**src/rtl/audio_pkg.sv**
```systemverilog
// Shared definitions for the audio sequencer: state encoding, sample layout and
// the sample-to-SRAM-word mapping (sample n lives at words 2n and 2n+1).
package audio_pkg;

  localparam int STATE_W  = 3;
  localparam int CHAN_W   = 16;
  localparam int SAMPLE_W = 2 * CHAN_W;

  typedef enum logic [STATE_W-1:0] {
    ST_IDLE      = 3'd0,
    ST_REC_REQ   = 3'd1,
    ST_REC_WR_L  = 3'd2,
    ST_REC_WR_R  = 3'd3,
    ST_PLAY_RD_L = 3'd4,
    ST_PLAY_RD_R = 3'd5,
    ST_PLAY_OUT  = 3'd6,
    ST_PAUSED    = 3'd7
  } state_t;

  // Word-address LSB selecting the channel half of a sample.
  localparam logic WORD_LEFT  = 1'b0;
  localparam logic WORD_RIGHT = 1'b1;

  function automatic logic [CHAN_W-1:0] chan_sel(input logic [SAMPLE_W-1:0] sample,
                                                 input logic half);
    return (half == WORD_RIGHT) ? sample[CHAN_W-1:0] : sample[SAMPLE_W-1:CHAN_W];
  endfunction

endpackage

```
**src/rtl/sram_port_mux.sv**
```systemverilog
// Drives the SRAM address, write data and active-low strobes straight from the
// sequencer state and its sample counters.
module sram_port_mux
  import audio_pkg::*;
#(
  parameter int ADDR_W = 20
) (
  input  logic [STATE_W-1:0]  state_i,
  input  logic [ADDR_W-2:0]   rec_len_i,
  input  logic [ADDR_W-2:0]   play_pos_i,
  input  logic [SAMPLE_W-1:0] rec_data_i,
  output logic [ADDR_W-1:0]   sram_addr_o,
  output logic [CHAN_W-1:0]   sram_wdata_o,
  output logic                sram_we_n_o,
  output logic                sram_oe_n_o
);

  logic              is_wr;
  logic              is_rd;
  logic              half;
  logic [ADDR_W-2:0] pos;

  always_comb begin
    is_wr = (state_i == ST_REC_WR_L) || (state_i == ST_REC_WR_R);
    is_rd = (state_i == ST_PLAY_RD_L) || (state_i == ST_PLAY_RD_R);
    half  = ((state_i == ST_REC_WR_R) || (state_i == ST_PLAY_RD_R)) ? WORD_RIGHT : WORD_LEFT;
    pos   = is_rd ? play_pos_i : rec_len_i;
  end

  assign sram_addr_o  = (is_wr || is_rd) ? {pos, half} : '0;
  assign sram_wdata_o = chan_sel(rec_data_i, half);
  assign sram_we_n_o  = ~is_wr;
  assign sram_oe_n_o  = ~is_rd;

endmodule

```
**src/rtl/audio_sequencer.sv**
```systemverilog
// Record/playback sequencer moving stereo samples between an audio bus and a
// 16-bit asynchronous SRAM, with stop/pause handled at sample boundaries.
module audio_sequencer
  import audio_pkg::*;
#(
  parameter int ADDR_W = 20
) (
  input  logic              i_clk,
  input  logic              i_rst,
  input  logic              i_rec,
  input  logic              i_play,
  input  logic              i_pause,
  input  logic              i_stop,
  input  logic              i_loop,
  output logic              o_record_ready,
  input  logic              i_record_valid,
  input  logic [31:0]       i_record_data,
  output logic              o_play_valid,
  output logic [31:0]       o_play_data,
  input  logic              i_play_ready,
  output logic [ADDR_W-1:0] o_sram_addr,
  output logic [15:0]       o_sram_wdata,
  input  logic [15:0]       i_sram_rdata,
  output logic              o_sram_we_n,
  output logic              o_sram_oe_n,
  output logic [2:0]        o_state,
  output logic              o_paused,
  output logic              o_full,
  output logic [ADDR_W-2:0] o_rec_len,
  output logic [ADDR_W-2:0] o_play_pos
);

  localparam int LEN_W = ADDR_W - 1;

  state_t              state_q, state_d, resume_q, resume_d;
  logic [LEN_W-1:0]    rec_len_q, rec_len_d, play_pos_q, play_pos_d, play_pos_inc;
  logic                full_q, full_d;
  logic                pend_stop_q, pend_stop_d, pend_pause_q, pend_pause_d;
  logic [SAMPLE_W-1:0] rec_data_q, rec_data_d, play_data_q, play_data_d;
  logic                record_ready_q, play_valid_q, paused_q;
  logic                stop_now, pause_now;

  assign play_pos_inc = play_pos_q + 1'b1;
  assign stop_now     = pend_stop_q | i_stop;
  assign pause_now    = pend_pause_q | i_pause;

  // A full memory wraps rec_len to 0; o_full marks it as 2^(ADDR_W-1) samples,
  // and the modular play_pos compare then ends playback after the last sample.
  always_comb begin
    state_d      = state_q;
    resume_d     = resume_q;
    rec_len_d    = rec_len_q;
    play_pos_d   = play_pos_q;
    full_d       = full_q;
    pend_stop_d  = pend_stop_q;
    pend_pause_d = pend_pause_q;
    rec_data_d   = rec_data_q;
    play_data_d  = play_data_q;
    case (state_q)
      ST_IDLE: begin
        if (!i_stop && !i_pause) begin
          if (i_rec) begin
            rec_len_d = '0;
            full_d    = 1'b0;
            state_d   = ST_REC_REQ;
          end else if (i_play && ((rec_len_q != '0) || full_q)) begin
            play_pos_d = '0;
            state_d    = ST_PLAY_RD_L;
          end
        end
      end
      ST_REC_REQ: begin
        if (i_stop) begin
          state_d = ST_IDLE;
        end else if (i_pause) begin
          resume_d = ST_REC_REQ;
          state_d  = ST_PAUSED;
        end else if (i_record_valid) begin
          rec_data_d = i_record_data;
          state_d    = ST_REC_WR_L;
        end
      end
      ST_REC_WR_L: begin
        pend_stop_d  = stop_now;
        pend_pause_d = pause_now;
        state_d      = ST_REC_WR_R;
      end
      ST_REC_WR_R: begin
        rec_len_d    = rec_len_q + 1'b1;
        pend_stop_d  = 1'b0;
        pend_pause_d = 1'b0;
        if (&rec_len_q) begin
          full_d  = 1'b1;
          state_d = ST_IDLE;
        end else if (stop_now) begin
          state_d = ST_IDLE;
        end else if (pause_now) begin
          resume_d = ST_REC_REQ;
          state_d  = ST_PAUSED;
        end else begin
          state_d = ST_REC_REQ;
        end
      end
      ST_PLAY_RD_L: begin
        play_data_d  = {i_sram_rdata, play_data_q[CHAN_W-1:0]};
        pend_stop_d  = stop_now;
        pend_pause_d = pause_now;
        state_d      = ST_PLAY_RD_R;
      end
      ST_PLAY_RD_R: begin
        play_data_d  = {play_data_q[SAMPLE_W-1:CHAN_W], i_sram_rdata};
        pend_stop_d  = stop_now;
        pend_pause_d = pause_now;
        state_d      = ST_PLAY_OUT;
      end
      ST_PLAY_OUT: begin
        if (i_play_ready) begin
          play_pos_d   = play_pos_inc;
          pend_stop_d  = 1'b0;
          pend_pause_d = 1'b0;
          if ((play_pos_inc == rec_len_q) && !i_loop) begin
            state_d = ST_IDLE;
          end else begin
            if (play_pos_inc == rec_len_q) play_pos_d = '0;
            if (stop_now) begin
              state_d = ST_IDLE;
            end else if (pause_now) begin
              resume_d = ST_PLAY_RD_L;
              state_d  = ST_PAUSED;
            end else begin
              state_d = ST_PLAY_RD_L;
            end
          end
        end else begin
          pend_stop_d  = stop_now;
          pend_pause_d = pause_now;
        end
      end
      ST_PAUSED: begin
        if (i_stop)       state_d = ST_IDLE;
        else if (i_pause) state_d = resume_q;
      end
      default: state_d = ST_IDLE;
    endcase
  end

  always_ff @(posedge i_clk or posedge i_rst) begin
    if (i_rst) begin
      state_q        <= ST_IDLE;
      resume_q       <= ST_IDLE;
      rec_len_q      <= '0;
      play_pos_q     <= '0;
      full_q         <= 1'b0;
      pend_stop_q    <= 1'b0;
      pend_pause_q   <= 1'b0;
      rec_data_q     <= '0;
      play_data_q    <= '0;
      record_ready_q <= 1'b0;
      play_valid_q   <= 1'b0;
      paused_q       <= 1'b0;
    end else begin
      state_q        <= state_d;
      resume_q       <= resume_d;
      rec_len_q      <= rec_len_d;
      play_pos_q     <= play_pos_d;
      full_q         <= full_d;
      pend_stop_q    <= pend_stop_d;
      pend_pause_q   <= pend_pause_d;
      rec_data_q     <= rec_data_d;
      play_data_q    <= play_data_d;
      record_ready_q <= (state_d == ST_REC_REQ);
      play_valid_q   <= (state_d == ST_PLAY_OUT);
      paused_q       <= (state_d == ST_PAUSED);
    end
  end

  sram_port_mux #(.ADDR_W(ADDR_W)) u_sram_port_mux (
    .state_i      (state_q),
    .rec_len_i    (rec_len_q),
    .play_pos_i   (play_pos_q),
    .rec_data_i   (rec_data_q),
    .sram_addr_o  (o_sram_addr),
    .sram_wdata_o (o_sram_wdata),
    .sram_we_n_o  (o_sram_we_n),
    .sram_oe_n_o  (o_sram_oe_n)
  );

  assign o_state        = state_q;
  assign o_record_ready = record_ready_q;
  assign o_play_valid   = play_valid_q;
  assign o_play_data    = play_data_q;
  assign o_paused       = paused_q;
  assign o_full         = full_q;
  assign o_rec_len      = rec_len_q;
  assign o_play_pos     = play_pos_q;

endmodule

```
**config.mk**
```make
export PLATFORM = sky130hd
export DESIGN_NAME = audio_sequencer
export DESIGN_NICKNAME = d
export VERILOG_FILES = /design/src/rtl/audio_pkg.sv /design/src/rtl/sram_port_mux.sv /design/src/rtl/audio_sequencer.sv
export SDC_FILE = /design/constraint.sdc
export NUM_CORES = 1
export LEC_CHECK = 0
export ABC_AREA = 1
export CORE_MARGIN = 2
export CORE_UTILIZATION = 49
export CTS_CLUSTER_DIAMETER = 200
export DETAILED_ROUTE_END_ITERATION = 10
export PLACE_DENSITY = 0.9
export RECOVER_POWER = 50
export SLEW_MARGIN = 5
export SYNTH_ARGS = -nofsm -noshare
export SYNTH_HDL_FRONTEND = slang
export SYNTH_SLANG_ARGS = --single-unit
```
**constraint.sdc**
```tcl
create_clock -name i_clk -period 4.45 [get_ports i_clk]
set_input_delay 0.89 -clock i_clk [delete_from_list [all_inputs] [get_ports i_clk]]
set_output_delay 0.89 -clock i_clk [all_outputs]
set_load 0.01 [all_outputs]
```
# Yosys cells after proc, flatten, opt, wreduce, memory -nomap -nowiden
# Cells that the tools add are included.
[totals] ff_bits=114 input_bits=57 output_inout_bits=115 wordCells=123
[classes] add_sub_neg=2 n_eq_ne=25 n_mux=49 bitwise=8 reduce_logical=26
[op_table] operator="$mux W19" count=9
[op_table] operator="$pmux W19 S2" count=2
[op_table] operator="$mux W3" count=23
[op_table] operator="$pmux W32 S2" count=1
[op_table] operator="$add A19 B1 Y19 const B" count=2
[op_table] operator="$ne A2 B2 Y1 const B" count=14
[op_table] operator="$pmux W3 S8" count=1
[op_table] operator="$mux W20" count=1
[op_table] operator="$eq A19 B19 Y1" count=1
[op_table] operator="$reduce_and A19 Y1" count=1
[op_table] operator="$reduce_bool A19 Y1" count=1
[op_table] operator="$eq A3 B3 Y1 const B" count=6
[op_table] operator="$mux W16" count=1
[op_table] operator="$reduce_and A10 Y1" count=1
[op_table] operator="$pmux W3 S3" count=1
[op_table] operator="$reduce_and A4 Y1" count=2
[op_table] operator="$eq A3 B1 Y1 const B" count=2
[op_table] operator="$eq A3 B2 Y1 const B" count=2
[op_table] operator="$mux W1" count=6
[op_table] operator="$not A1 Y1" count=6
[op_table] operator="$pmux W1 S3" count=2
[op_table] operator="$reduce_bool A3 Y1" count=2
[op_table] operator="$logic_or A1 B1 Y1" count=5
[op_table] operator="$reduce_and A5 Y1" count=1
[op_table] operator="10 further kinds" count=17

# Longest topological paths before layout
[logic_depth] word_depth=8 mapped_depth=20

# Hierarchy
# Synthesis repeated with hierarchy kept, for this count alone.
[hier_totals] hier_cells=837 area_unflattened_um2=6382.4
[by_module_without_submodules] mod="audio_sequencer" instances=1 cells_per_inst=709 area_each_um2=5794.3
[by_module_without_submodules] mod="sram_port_mux" instances=1 cells_per_inst=128 area_each_um2=588.1

# Worst setup path after synthesis
# OpenSTA, ideal clock, no wires.
[synth_path] path_type="flip-flop to output port" startpoint="register state_q[2], in the netlist o_state[2]" endpoint="output o_sram_wdata[11]" t_arrival_ns=1.779 path_slack_ns=1.781 stages_incl_launch_ff=9 path_buffers=2 cell_sequence="dfrtp_1 inv_1 nor3_1 nor2_1 inv_1 clkbuf_1 clkbuf_1 nand2_1 o21ai_0"
[synth_via] elab_chain_len=4 word_cells_on_any_way=5 classes_between="2 x eq/ne; 2 x mux; 1 x reduce/logical"
[synth_rtl] item="start, declared" line_no="audio_sequencer.sv:35" text="state_t state_q, state_d, resume_q, resume_d;"
[synth_rtl] item="start signal, assigned" line_no="audio_sequencer.sv:162" text="state_q <= state_d;"
[synth_rtl] item="$eq A3 B2 Y1 / $eq A3 B3 Y1 (equally long branches)" line_no="sram_port_mux.sv:26" text="half = ((state_i == ST_REC_WR_R) || (state_i == ST_PLAY_RD_R)) ? WORD_RIGHT : WORD_LEFT;"
[synth_rtl] item="$logic_or A1 B1 Y1 *" line_no="sram_port_mux.sv:26"
[synth_rtl] item="$mux W1 *" line_no="sram_port_mux.sv:26"
[synth_rtl] item="$mux W16 *" line_no="audio_pkg.sv:26" text="return (half == WORD_RIGHT) ? sample[CHAN_W-1:0] : sample[SAMPLE_W-1:CHAN_W];"
[synth_rtl] item="end, declared" line_no="audio_sequencer.sv:22" text="output logic [15:0] o_sram_wdata,"
# Mark *: on every way between the ends. The rest lies on a longest branch, timed or not.

# Final worst setup path
[layout_path] startpoint="register state_q[2], in the netlist o_state[2]" endpoint="output o_sram_wdata[12]"
# The elaborated chain is that of the path after synthesis.

==> summary.md <==
| Metric | Value |
|---|---|
| Clk pin slew, worst setup/hold paths | 60 ps |
| Final hold viol count | 0 |
| Core Region | 12700 um2 |
| Max_cap viols | 1 |
| Die width | 118 um |
| Least-Margin Pin Slew | 2420 ps |
| Routed wire length | 19100 um |
| Vias per cell | 5.49 |
| RR Startpoint | o_play_pos[0] |
| Worst endpoint required time | 3560 ps |
| Hold Worst Slack | 480 ps |
| Area post-placement | 8280 um2 |
| Clock sinks | 113 |
| Most frequent cells in the layout | 207 x nand2_1, 147 x clkdlybuf4s50_1, 120 x inv_1 |
| Final period util | 0.863 |
| Leakage | 4.11 nW |
| Commonest non-fill, non-tap cell in the layout | nand2_1 |
| Number of setup violations in the final report | 0 |
| Clock period minus worst slack | 3840 ps |
| Input/output buffers | 171 |
| Vias in the first global route | 6430 |
| Primary FF master, synth | dfrtp_1 |
| CTS tree | done |
| First-pass GRT wire length | 31200 um |
| Footprint of the multi-input gates | 3020 um2 |
| Post-CTS sizing | 0 |
| Syn Inst Count | 838 |
| Post-route DRC violation count | 0 |
| Layout fillers | 1022 |
| Worst Setup End Kind | output pin |
| Post-synth EDFFs | 0 |
| Tot GR Track Use | 0.278 |
| Die Span Y | 118 um |
| RSZ-0062 raised after global routing | false |
| DR pass1 iterations | 5 |
| Crit path kind | flip-flop to output pin |
| HPWL Detailed | 13900 um |
| Sequential cell area | 2830 um2 |
| HP Class | flip-flop to flip-flop |
| CTS Hold Bufs | 0 |
| Peak fanout along the critical path | 29 |
| Hold path start | o_play_data[21] |
| Placer Congestion | 0.941 |
| Final setup TNS | 0 ps |
| Post-route antenna net violation count | 0 |
| Gr ovfl total | 0 |
| Total CTS buffers | 17 |
| Row count | 41 |
| Distinct cells, synth | 48 |
| Final net count | 1073 |
| Power per cell area | 748 nW/um2 |
| Ys async rst share | 1.00 |
| Post-Syn Nets | 901 |
| Number of synthesis warnings | 0 |
| Crit start category | flip-flop |
| Design area | 8870 um2 |
| Fmax | 260 MHz |
| H-tree Lvls | 4 |
| Largest net degree at the start of global routing | 65 |
| Synth Cell Area | 6410 um2 |
| Cells after DPL | 1163 |
| Post-synthesis sequential area ratio | 0.441 |
| Status | finished, violations left |
| Setup Skew | 4.74 ps |
| Synthesized area per cell | 7.65 um2 |
| Flip-flop and latch count after synthesis | 113 |
| IO Count | 172 |
| Max transition margin | -0.618 |
| Ant diodes | 0 |
| Initial antenna violation count | 0 |
| Critical path arrival | 2950 ps |
| DRT iter0 DRCs | 563 |
| Avg WL per Cell | 16.0 um |
| Slew Viols, Final | 65 |
| Worst-Skew Late Latency | 420 ps |
| Crit path from | o_state[2] |
| CTS Buffer Depth | 2 |
| Pwr Total | 6.64 mW |
| Initial core utilization | 0.504 |
| Post-CTS Setup Inserts | 0 |
| Root buffer cell | clkbuf_16 |
| DIE AREA | 14000 um2 |
| Synth-to-Final Area Change | 38.4% |
| Maximum VDD drop | 509 uV |
| Fraction of layout cells with a size suffix above 1 | 0.0890 |
| Fin cells | 1195 |
| DR vias | 6556 |
| Failing checks | capacitance limit, slew limit |
==> kinds of logic (layout without fill, tap and decap cells) <==
group / count (synthesis) / count (layout) / share of synthesized area
buf+inv: 147 / 332 / 0.0897
flops: 113 / 113 / 0.441
compound gates: 145 / 145 / 0.145
mux: 20 / 20 / 0.0349
fa+ha+maj: 6 / 6 / 0.0117
simple gates: 402 / 402 / 0.271
xor+xnor: 5 / 5 / 0.00683
==> cells in the mapped netlist (all sizes together) (2+ instances only) <==
cell type	instances	area [um2]
nand4	11	68.8
nor2	95	404
xor2	4	35.0
o22ai	22	200
o311ai	2	17.5
nor3b	3	22.5
nand2	214	826
a31oi	2	12.5
o31ai	2	15.0
o21ai	60	304
nor4	4	25.0
buf	4	38.8
inv	122	458
a211oi	22	170
a21oi	26	134
ha	6	75.1
dfrtp	113	2830
nand3	59	305
nor3	15	80.1
clkbuf	21	78.8
mux2	19	214
==> worst paths after layout <==
path / cells after the start / to / slack, ps
worst max register to register: 11 / o_play_pos[0] / 1270
max in group asynchronous: 3 / o_play_pos[15] / 860
worst min register to register: 2 / o_play_data[21] / 480
worst max-delay path: 7 / o_sram_wdata[12] / 610
min in group asynchronous: 2 / rec_data_q[8] / 1740
worst min-delay path: 2 / o_play_data[21] / 480
==> stage by stage <==
| step | setup WS, ps | util |
|---|---|---|
| floorplan | 573 | - |
| global placement | 1210 | 0.651 |
| detailed placement | 1120 | 0.651 |
| CTS | 643 | 0.699 |
| global route | 284 | 0.698 |
| finish | 609 | 0.698 |
==> critical path: stages (launching register included) <==
cell             delay (ps)
dfrtp_1                 480
inv_1                   180
nor3_1                  310
nor2_1                  170
inv_1                   580
nand2_1                  90
o21ai_0                 130
clkdlybuf4s50_1         590
==> flip-flops by register name (all words and copies together), names as in the netlist <==
signal          flops
o_play_data        32
o_state             3
rec_data_q         32
pend_pause_q        1
resume_q            2
o_paused            1
o_rec_len          19
o_play_valid        1
o_play_pos         19
o_record_ready      1
pend_stop_q         1
o_full              1
==> report_power, final <==
group,internal [mW],switching (mW)
Sequential,1.48,0.415
Clock,0.884,0.513
Combinational,1.56,1.78
==> cell type report <==
| cell class | count | share of cell area |
|---|---|---|
| clock buffer | 17 | 0.0479 |
| timing repair buffer | 178 | 0.197 |
| multi-input combinational | 578 | 0.340 |
| inverter | 122 | 0.0516 |
| clock inverter | 15 | 0.0207 |
| tap | 172 | 0.0242 |
| sequential | 113 | 0.319 |
==> layer usage <==
layer	track usage	vias up	wire, um
met4	0.138	0	821
met1	0.326	3039	7380
li1	-	3087	-
met2	0.455	362	9000
met3	0.0965	68	1930
met5	0	-	0
Power figures use the tool's default switching activity.
==> RTL edit, RTL diff (same settings) <==
`ADDR_W` is set to 20 in 2 places; all go to 30.
--- a/src/rtl/sram_port_mux.sv
+++ b/src/rtl/sram_port_mux.sv
@@ -4,5 +4,5 @@
   import audio_pkg::*;
 #(
-  parameter int ADDR_W = 20
+  parameter int ADDR_W = 30
 ) (
   input  logic [STATE_W-1:0]  state_i,
--- a/src/rtl/audio_sequencer.sv
+++ b/src/rtl/audio_sequencer.sv
@@ -4,5 +4,5 @@
   import audio_pkg::*;
 #(
-  parameter int ADDR_W = 20
+  parameter int ADDR_W = 30
 ) (
   input  logic              i_clk,
Ports: changed (resized o_play_pos, o_rec_len and o_sram_addr); port bits go from 172 to 202. The function was not compared with the original's and may differ.
==> RTL edit against the unedited design <==
- the run still ends with max-capacitance violations, max-slew violations left
- first-iteration DRC count grew 55%
- critical path depth increased by 9
- global-route usage grew 2.4 points
- cell area grew 20%
- synthesized area increased by 22%
- routed wire length grew 31%
- setup slack improved by 0.018 ns
- total power increased by 18%
- sequential cell count grew 20
- non-clock buffer count up 31
- largest power group unchanged
- sequential share of layout area decreased by 0.52 points
==> RTL edit: results (changes against the unedited design) <==
Crit-path leading delay family = simple AND/OR/NAND/NOR gates (was buffers and inverters)
MaxCap Viol Count = 2 (was 1)
Clock share of power = 17.7% (was 21.1%)
IO Port Bufs = 201 (was 171)
Final count of pins violating max slew = 98 (was 65)
Run status = complete, but fails checks (unchanged)
Global-route wire length before repair = 39400 microns (was 31200 microns)
Synth top area cells = dfrtp_1, nand2_1, nor2_1 (was dfrtp_1, nand2_1, inv_1)
Fraction of area in multi-input gates = 36.3% (was 34.0%)
Fraction of area in non-clock buffers = 19.7% (about the same)
Comb_multi_in = 766 (was 578)
Via density = 5.52 (was 5.49)
Clk_buf instances = 18 (was 17)
Worst hold margin = 0.480 ns (about the same)
Clock network share of area = 5.43% (was 6.87%)
Signal inverters = 134 (was 122)
Reg area = 3330 sq um (was 2830 sq um)
Signal buffers = 209 (was 178)
Final HPWL DP = 18500 microns (was 13900 microns)
Pre-antenna DRT Iters = 6 (was 5)
CP max stage cell = dlygate4sd3_1 (was clkdlybuf4s50_1)
Seq/Total Area, Yosys = 42.6% (was 44.1%)
All-layer global routing usage = 30.2% (was 27.8%)
Failing checks = max-capacitance violations, max-slew violations (unchanged)
Internal = 4.45 mW (was 3.93 mW)
Crit Path Max Fanout = 18 (was 29)
Synth unique cells = 45 (was 48)
Worst R2R Setup Slack = 1.21 ns (was 1.27 ns)
Crit path largest cell delay = 0.61 ns (was 0.59 ns)
Fillers = 1278 (was 1022)
RTL edit: cell count changes after synthesis, moves of 13 or more:
cell | before | now
nand3_1 | 57 | 70
dfrtp_1 | 113 | 133
nor2_1 | 84 | 129
o22ai_1 | 12 | 32
nand2_1 | 207 | 313
RTL edit: logic make-up after synthesis:
family	after synthesis	synth area share (%)
AOI/OAI and AO/OA	147	11.5
xor gates and xnor gates	8	1.25
adders and majority gates	6	0.961
buffers and inverters	165	8.10
DFF	133	42.6
muxes	32	4.59
and+or+nand+nor	573	31.0
RTL edit: worst max path at each step:
stage / start / to / slack (ns)
6_report: i_stop / o_rec_len[27]$_DFFE_PP0P_ / 0.63
5_1_grt: i_stop / o_rec_len[27]$_DFFE_PP0P_ / 0.37
4_1_cts: o_state[2]$_DFF_PP0_ / o_sram_wdata[12] / 0.75
3_5_place_dp: i_stop / o_rec_len[27]$_DFFE_PP0P_ / 0.75
3_3_place_gp: i_stop / o_rec_len[27]$_DFFE_PP0P_ / 0.89
2_1_floorplan: i_rst / o_full$_DFFE_PP0P_ / 0.006
RTL edit: routing by layer:
layer	wire (microns)	global-route usage [%]
met3	2490	8.82
met5	0	0
met4	730	12.5
met1	10100	37.6
met2	11700	49.4
RTL edit: through the flow:
| stage | area [sq um] | utilization, % | worst slack, ns | instances |
|---|---|---|---|---|
| floorplan | 7820 | - | 0.00560 | 1064 |
| global placement | 10100 | 64.0 | 0.888 | 1458 |
| detailed placement | 10100 | 64.0 | 0.754 | 1458 |
| CTS | 10600 | 67.7 | 0.749 | 1490 |
| global route | 10600 | 67.6 | 0.368 | 1490 |
| finish | 10600 | 67.6 | 0.627 | 1490 |
